==> src/rtl/mem_arbiter.sv <==
// mem_arbiter: two-port round-robin arbiter and sequencer for a single-ported
// main memory. Port 0 is the instruction-cache refill path, port 1 the
// data-cache refill/writeback path. Each grant produces exactly one
// single-cycle memory command, waits MEM_LATENCY cycles for the registered
// read data, then pulses the granted port's ack for one cycle.
//
// Ports:
//   clock, reset                  rising-edge clock, synchronous active-high reset
//   req0/we0/addr0/wdata0         port 0 request, write enable, word address, write data
//   ack0/rdata0                   port 0 completion pulse and read data
//   req1/we1/addr1/wdata1         port 1 request side
//   ack1/rdata1                   port 1 completion side
//   mem_enable/mem_read/mem_write memory command strobes (ISSUE cycle only)
//   mem_address/mem_write_data    latched command address and write data
//   mem_read_data                 registered read data from memory
//   busy                          high whenever the sequencer is not idle

module mem_arbiter #(
  parameter int DATA_WIDTH  = 32,
  parameter int ADDR_WIDTH  = 10,
  parameter int MEM_LATENCY = 1
) (
  input  logic                  clock,
  input  logic                  reset,
  input  logic                  req0,
  input  logic                  we0,
  input  logic [ADDR_WIDTH-1:0] addr0,
  input  logic [DATA_WIDTH-1:0] wdata0,
  output logic                  ack0,
  output logic [DATA_WIDTH-1:0] rdata0,
  input  logic                  req1,
  input  logic                  we1,
  input  logic [ADDR_WIDTH-1:0] addr1,
  input  logic [DATA_WIDTH-1:0] wdata1,
  output logic                  ack1,
  output logic [DATA_WIDTH-1:0] rdata1,
  output logic                  mem_enable,
  output logic                  mem_read,
  output logic                  mem_write,
  output logic [ADDR_WIDTH-1:0] mem_address,
  output logic [DATA_WIDTH-1:0] mem_write_data,
  input  logic [DATA_WIDTH-1:0] mem_read_data,
  output logic                  busy
);

  localparam logic [1:0] ST_IDLE  = 2'd0;
  localparam logic [1:0] ST_ISSUE = 2'd1;
  localparam logic [1:0] ST_WAIT  = 2'd2;
  localparam logic [1:0] ST_RESP  = 2'd3;

  localparam logic [3:0] LAT_LOAD = 4'(MEM_LATENCY);

  logic [1:0]            state_r;
  logic [3:0]            cnt_r;
  logic                  we_r;
  logic                  grant_r;
  // 1 means port 1 was granted most recently, so port 0 wins the next tie.
  logic                  last_grant_r;

  logic                  grant_valid_s;
  logic                  grant_port_s;
  logic                  sel_we_s;
  logic [ADDR_WIDTH-1:0] sel_addr_s;
  logic [DATA_WIDTH-1:0] sel_wdata_s;

  // Arbitration: single requester wins outright, a tie goes to the port not granted last.
  always_comb begin
    grant_valid_s = 1'b0;
    grant_port_s  = 1'b0;
    case ({req1, req0})
      2'b01: begin
        grant_valid_s = 1'b1;
        grant_port_s  = 1'b0;
      end
      2'b10: begin
        grant_valid_s = 1'b1;
        grant_port_s  = 1'b1;
      end
      2'b11: begin
        grant_valid_s = 1'b1;
        grant_port_s  = ~last_grant_r;
      end
      default: begin
        grant_valid_s = 1'b0;
        grant_port_s  = 1'b0;
      end
    endcase
  end

  // Mux the winning port's transaction fields for latching at grant time.
  always_comb begin
    sel_we_s    = 1'b0;
    sel_addr_s  = '0;
    sel_wdata_s = '0;
    if (grant_port_s) begin
      sel_we_s    = we1;
      sel_addr_s  = addr1;
      sel_wdata_s = wdata1;
    end else begin
      sel_we_s    = we0;
      sel_addr_s  = addr0;
      sel_wdata_s = wdata0;
    end
  end

  // Sequencer FSM; every output is driven straight from a register here.
  always_ff @(posedge clock) begin
    if (reset) begin
      state_r        <= ST_IDLE;
      cnt_r          <= 4'd0;
      we_r           <= 1'b0;
      grant_r        <= 1'b0;
      last_grant_r   <= 1'b1;
      ack0           <= 1'b0;
      ack1           <= 1'b0;
      rdata0         <= '0;
      rdata1         <= '0;
      mem_enable     <= 1'b0;
      mem_read       <= 1'b0;
      mem_write      <= 1'b0;
      mem_address    <= '0;
      mem_write_data <= '0;
      busy           <= 1'b0;
    end else begin
      case (state_r)
        ST_IDLE: begin
          ack0 <= 1'b0;
          ack1 <= 1'b0;
          if (grant_valid_s) begin
            // The command strobes are registered here so they appear in ISSUE.
            we_r           <= sel_we_s;
            grant_r        <= grant_port_s;
            mem_enable     <= 1'b1;
            mem_read       <= ~sel_we_s;
            mem_write      <= sel_we_s;
            mem_address    <= sel_addr_s;
            mem_write_data <= sel_wdata_s;
            busy           <= 1'b1;
            state_r        <= ST_ISSUE;
          end else begin
            busy           <= 1'b0;
            state_r        <= ST_IDLE;
          end
        end
        ST_ISSUE: begin
          mem_enable <= 1'b0;
          mem_read   <= 1'b0;
          mem_write  <= 1'b0;
          cnt_r      <= LAT_LOAD;
          state_r    <= ST_WAIT;
        end
        ST_WAIT: begin
          cnt_r <= cnt_r - 4'd1;
          // Count of 1 marks the cycle in which mem_read_data is valid.
          if (cnt_r == 4'd1) begin
            if (!we_r) begin
              if (grant_r) begin
                rdata1 <= mem_read_data;
              end else begin
                rdata0 <= mem_read_data;
              end
            end
            ack0    <= ~grant_r;
            ack1    <= grant_r;
            state_r <= ST_RESP;
          end
        end
        ST_RESP: begin
          ack0         <= 1'b0;
          ack1         <= 1'b0;
          last_grant_r <= grant_r;
          busy         <= 1'b0;
          state_r      <= ST_IDLE;
        end
        default: begin
          ack0       <= 1'b0;
          ack1       <= 1'b0;
          mem_enable <= 1'b0;
          mem_read   <= 1'b0;
          mem_write  <= 1'b0;
          busy       <= 1'b0;
          state_r    <= ST_IDLE;
        end
      endcase
    end
  end

  mem_arbiter_checker #(
    .MEM_LATENCY(MEM_LATENCY)
  ) u_checker (
    .clock      (clock),
    .reset      (reset),
    .mem_enable (mem_enable),
    .mem_read   (mem_read),
    .mem_write  (mem_write),
    .ack0       (ack0),
    .ack1       (ack1),
    .busy       (busy)
  );

endmodule

// mem_arbiter_checker: simulation-only invariants for mem_arbiter.
// Ports: clock/reset plus the observed command strobes, acks and busy.
module mem_arbiter_checker #(
  parameter int MEM_LATENCY = 1
) (
  input logic clock,
  input logic reset,
  input logic mem_enable,
  input logic mem_read,
  input logic mem_write,
  input logic ack0,
  input logic ack1,
  input logic busy
);

  // Parameter range and command/ack invariants, checked every cycle out of reset.
  always_ff @(posedge clock) begin
    if (!reset) begin
      assert (MEM_LATENCY >= 1 && MEM_LATENCY <= 15);
      assert (!mem_enable || (mem_read ^ mem_write));
      assert (!(ack0 && ack1));
      assert (!mem_enable || busy);
    end
  end

endmodule

==> config.mk <==
export PLATFORM = sky130hd
export DESIGN_NAME = mem_arbiter
export DESIGN_NICKNAME = d
export VERILOG_FILES = /design/src/rtl/mem_arbiter.sv
export SDC_FILE = /design/constraint.sdc
export NUM_CORES = 1
export LEC_CHECK = 0
export CORE_MARGIN = 3
export CORE_UTILIZATION = 35
export CTS_CLUSTER_SIZE = 25
export DETAILED_ROUTE_END_ITERATION = 8
export GPL_ROUTABILITY_DRIVEN = 0
export HOLD_SLACK_MARGIN = 0.15
export PLACE_DENSITY = 0.69
export SLEW_MARGIN = 15
export SYNTH_ARGS = -nofsm -noshare
export SYNTH_HDL_FRONTEND = slang
export SYNTH_HIERARCHICAL = 1
export SYNTH_SLANG_ARGS = --single-unit
==> constraint.sdc <==
create_clock -name clock -period 4.91 [get_ports clock]
set_input_delay 0.491 -clock clock [delete_from_list [all_inputs] [get_ports clock]]
set_output_delay 0.491 -clock clock [all_outputs]
set_load 0.01 [all_outputs]
# After elaboration in Yosys (flattened, before gate mapping)
# Index checks and enable logic that the tools add are counted.
dict set report op_classes {
  addsub 1
  n_eq_ne 9
  mux 21
  bitwise_logic 4
  reduce_logical 12
}
# op count
set op_table {}
lappend op_table {{$mux W32} 1}
lappend op_table {{$pmux W1 S2} 7}
lappend op_table {{$mux W10} 1}
lappend op_table {{$mux W1} 9}
lappend op_table {{$eq A2 B2 Y1 const B} 4}
lappend op_table {{$pmux W2 S4} 1}
lappend op_table {{$pmux W4 S2} 1}
lappend op_table {{$reduce_and A4 Y1} 2}
lappend op_table {{$reduce_bool A2 Y1} 4}
lappend op_table {{$reduce_and A2 Y1} 3}
lappend op_table {{$eq A2 B1 Y1 const B} 2}
lappend op_table {{$eq A4 B1 Y1 const B} 1}
lappend op_table {{$ne A2 B2 Y1 const B} 2}
lappend op_table {{$not A1 Y1} 4}
lappend op_table {{$sub A4 B1 Y4 const B} 1}
lappend op_table {{$reduce_or A3 Y1} 1}
lappend op_table {{$logic_not A2 Y1} 1}
lappend op_table {{$mux W2} 1}
lappend op_table {{$reduce_or A2 Y1} 1}
dict set report totals {
  regBits 121
  in_bits 122
  out_inout_bits 112
  wordCells 62
}

# Longest topological paths before layout
dict set report logic_depth {
  ltp_word 6
  ltp_mapped 7
  ltp_nobuf 5
}

# Least setup slack after synthesis
# No wires, ideal clock.
dict set report synth_timing {
  path_kind {register to register}
  from {reg cnt_r[0]}
  to {reg rdata0[0]}
  setup_ns 0.119
  arrival_ns 1.756
  t_required_ns 4.791
  path_slack_ns 3.035
  path_stages_with_launch 7
  n_path_buf 2
  cell_sequence {dfxtp_1 > ha_1 > or3b_1 > buf_2 > or4b_4 > buf_6 > mux2i_1}
}
dict set report synth_between {
  elab_chain_cells 2
}
# element line
set synth_rtl {}
lappend synth_rtl {{start: declaration} 54} ;# logic [3:0] cnt_r;
lappend synth_rtl {{start signal: assignment} 153} ;# cnt_r <= cnt_r - 4'd1;
lappend synth_rtl {{$eq A4 B1 Y1} 155} ;# if (cnt_r == 4'd1) begin
lappend synth_rtl {{$reduce_and A4 Y1 (no source line)} n/a}
lappend synth_rtl {{end signal: assignment} 160} ;# rdata0 <= mem_read_data;
lappend synth_rtl {{end: declaration} 30} ;# output logic [DATA_WIDTH-1:0] rdata0,
# No other way between the ends.
# A chain may end at the register's enable or synchronous reset.

# Worst setup path after layout
dict set report layout_timing {
  from {reg state_r[0]}
  to {reg mem_write_data[2]}
}
dict set report layout_between {
  elab_chain_cells 2
}
# element line
set layout_rtl {}
lappend layout_rtl {{start: declaration} 53} ;# logic [1:0] state_r;
lappend layout_rtl {{start signal: assignment} 109} ;# state_r <= ST_IDLE;
lappend layout_rtl {{start signal: assignment} 139} ;# state_r <= ST_ISSUE;
lappend layout_rtl {{start signal: assignment} 142} ;# state_r <= ST_IDLE;
lappend layout_rtl {{$logic_not A2 Y1} 125} ;# case (state_r)
lappend layout_rtl {{$reduce_and A2 Y1 (no source line)} n/a}
lappend layout_rtl {{end signal: assignment} 137} ;# mem_write_data <= sel_wdata_s;
lappend layout_rtl {{end: declaration} 41} ;# output logic [DATA_WIDTH-1:0] mem_write_data,
# No other way between the ends.

==> out/metrics.cfg <==
[timing]
worst_slack_ns=2.55
setup_tns_ns=0
hold_viol=0
layout_min_cycle_time_ns=2.36
rsz0062_at_grt=false
slew_violations=0
timing.fmax_ghz=0.424
whs_ns=0.470
setup-violations-final=0
skew_ns=0.00784
relSlewSlack_pct=44.8
fin_crit_sh_pct=48.0
tightestPinTransition_ns=0.828

[logic_synthesis]
avgSynthCellArea_sq_um=10.1
syn-num-nets=646
synthXorXnorAreaFrac_pct=0
synth-simple-area-share_pct=18.4
yosysWarnings=6
synth_top_flop_cell=dfxtp_1
post-synth-top-count-cell=dfxtp_1
yosys.area.top_type_share_pct=46.3
ys_ff_latch=121
async_flop_share_pct=0
synth.area.mux_share_pct=20.7
synth_area_leader_cell=dfxtp_1
synth_edf_count=0
synth_area_leaders=dfxtp_1 (46%), mux2i_1 (21%), nand2b_1 (12%)
synth-compound-area-share_pct=9.13
synth_top_family_by_area=multiplexers
synth_adder_area_share_pct=1.43
seq_area_frac_synth_pct=46.3
synthCells=518
syn-cell-area_sq_um=5230
yosysUniqueCellTypes=33
ys_top_cells_by_count=dfxtp_1 (121), mux2i_1 (108), nand2b_1 (99), nor2_1 (47), a211oi_1 (44)

[detailed_routing]
wl_met3_um=1570
drtPass1Iterations=5
topRoutingLayerUsed=met4
met1Wirelength_um=6380
drc=0
vias_per_cell=4.77
avgRoutedWirePerCell_um=15.7
met2_length_um=6570
vias=4440
drt_iter0_drc=147
wl_um=14600
ant_nets=0

[die]
die_area_sq_um=16500
start_util_pct=35.9
die_height_um=128
rows=44
ios=234
die_w_um=128
coreArea_sq_um=14600

[finish]
fin_area_sq_um=8290
finalNetCount=861
diodes=0
fillers=1227
drive_above_1_share_pct=5.63
syn_to_final_growth_pct=58.5

[critical_path]
arrival_ns=2.68
cp-start-kind=register
critPathMaxFanout=46
end_kind=register
worstSetupPathType=register to register
worstPathRequired_ns=5.23

[run_status]
outcome=finished clean

[clocking]
cts_inserted_buffers=17
clk_path_buf_depth=2
clk-insertion-delay-late_ns=0.41
cts_tree=done
holdBufCountCts=0
htree_levels=4
clkTransAtPathRegs_ns=0.06
post-cts-setup-buffers=0
cts.repair.resized=0
clockRootBuffer=clkbuf_16
clock_sinks=121

[power_and_ir_drop]
powerDensity_nw_per_um2=451
p_total_mw=3.74
ir_worst_vdd_v=0.000277
leakagePower_nw=3.19

[placement]
io_buffers=233
placed_area_sq_um=7650
dp_hpwl_um=10400
dp_slack_ns=2.23

[flow_run]
drv_cap=0

[global_routing]
grt_overflow_total=0
grt_pass1_wl_um=23300
antenna_found_initial=0
grt_usage_pct=17.9
grt_max_degree=86
grt_pass1_vias=4607

[worst_hold_path]
hold_class=register to register

[power breakdown]
group	switching, mW	internal, mW	total, mW
Combinational	0.561	0.580	1.14
Sequential	0.111	1.16	1.27
Clock	0.442	0.886	1.33
Total	1.11	2.63	3.74
[critical path: stages (launching register included)]
cell and delay (ns):
dfxtp_1 0.33, inv_1 0.10, ha_1 0.28, o21a_2 0.73
buf_4 0.49, nor2_1 0.08, a211oi_1 0.24
[path summary, 6_finish.rpt]
path / startpoint / to / slack (ns) / cells after the start
min reg2reg: rdata0[2] / rdata0[2] / 0.47 / 2
min: rdata0[2] / rdata0[2] / 0.47 / 2
max reg2reg: state_r[0] / mem_write_data[2] / 2.55 / 6
max: state_r[0] / mem_write_data[2] / 2.55 / 6
[placed cells by master, fill, tap and decap left out, types with 3 or more instances in the layout]
| cell type | n |
|---|---|
| ha_1 | 6 |
| nor2_1 | 47 |
| inv_1 | 7 |
| clkbuf_16 | 17 |
| o21ai_0 | 5 |
| nand3_1 | 3 |
| clkinvlp_4 | 3 |
| nand2_1 | 3 |
| dfxtp_1 | 121 |
| clkinv_2 | 4 |
| a211oi_1 | 44 |
| a21oi_1 | 4 |
| or3_1 | 3 |
| nor2b_1 | 4 |
| mux2i_1 | 108 |
| nand2b_1 | 99 |
| clkdlybuf4s50_1 | 232 |
| o32ai_1 | 3 |
| bufinv_16 | 4 |
| clkbuf_8 | 3 |
| nand4b_1 | 3 |
| buf_4 | 6 |
[flip-flops by register name, summed over array words and instances (netlist names)]
name            count
mem_enable          1
ack1                1
ack0                1
we_r                1
mem_write_data     32
rdata1             32
last_grant_r        1
state_r             2
rdata0             32
cnt_r               4
busy                1
mem_address        10
mem_write           1
mem_read            1
grant_r             1
[layer usage]
layer | global-route usage, % | vias to the layer above
met5 | 0 | -
met4 | 5.43 | 0
met3 | 8.75 | 7
met2 | 27.7 | 194
met1 | 21.9 | 2009
li1 | - | 2230
[area by class of cell]
| type | instances | area, sq um | area share, % |
|---|---|---|---|
| clock buffer | 20 | 467 | 5.63 |
| clock inverter | 12 | 171 | 2.07 |
| inverter | 7 | 26.3 | 0.317 |
| multi-input combinational | 348 | 2610 | 31.4 |
| sequential | 121 | 2420 | 29.2 |
| tap | 184 | 230 | 2.78 |
| timing repair buffer | 238 | 2370 | 28.5 |
[metrics by stage]
step / instances / utilization, %
final: 930 / 56.8
after CTS: 930 / 56.8
after global placement: 898 / 52.5
after floorplan: 518 / -
after global routing: 930 / 56.8
after detailed placement: 898 / 52.5
[kinds of logic (layout without fill, tap and decap cells)]
kind of cell             count (synthesis)  after routing
AND/OR/NAND/NOR                        168            168
adder cells (fa/ha/maj)                  6              6
multiplexers                           108            108
flip-flops                             121            121
AO/OA/AOI/OAI                           66             66
buffers and inverters                   49            277
Power figures use the tool's default switching activity.
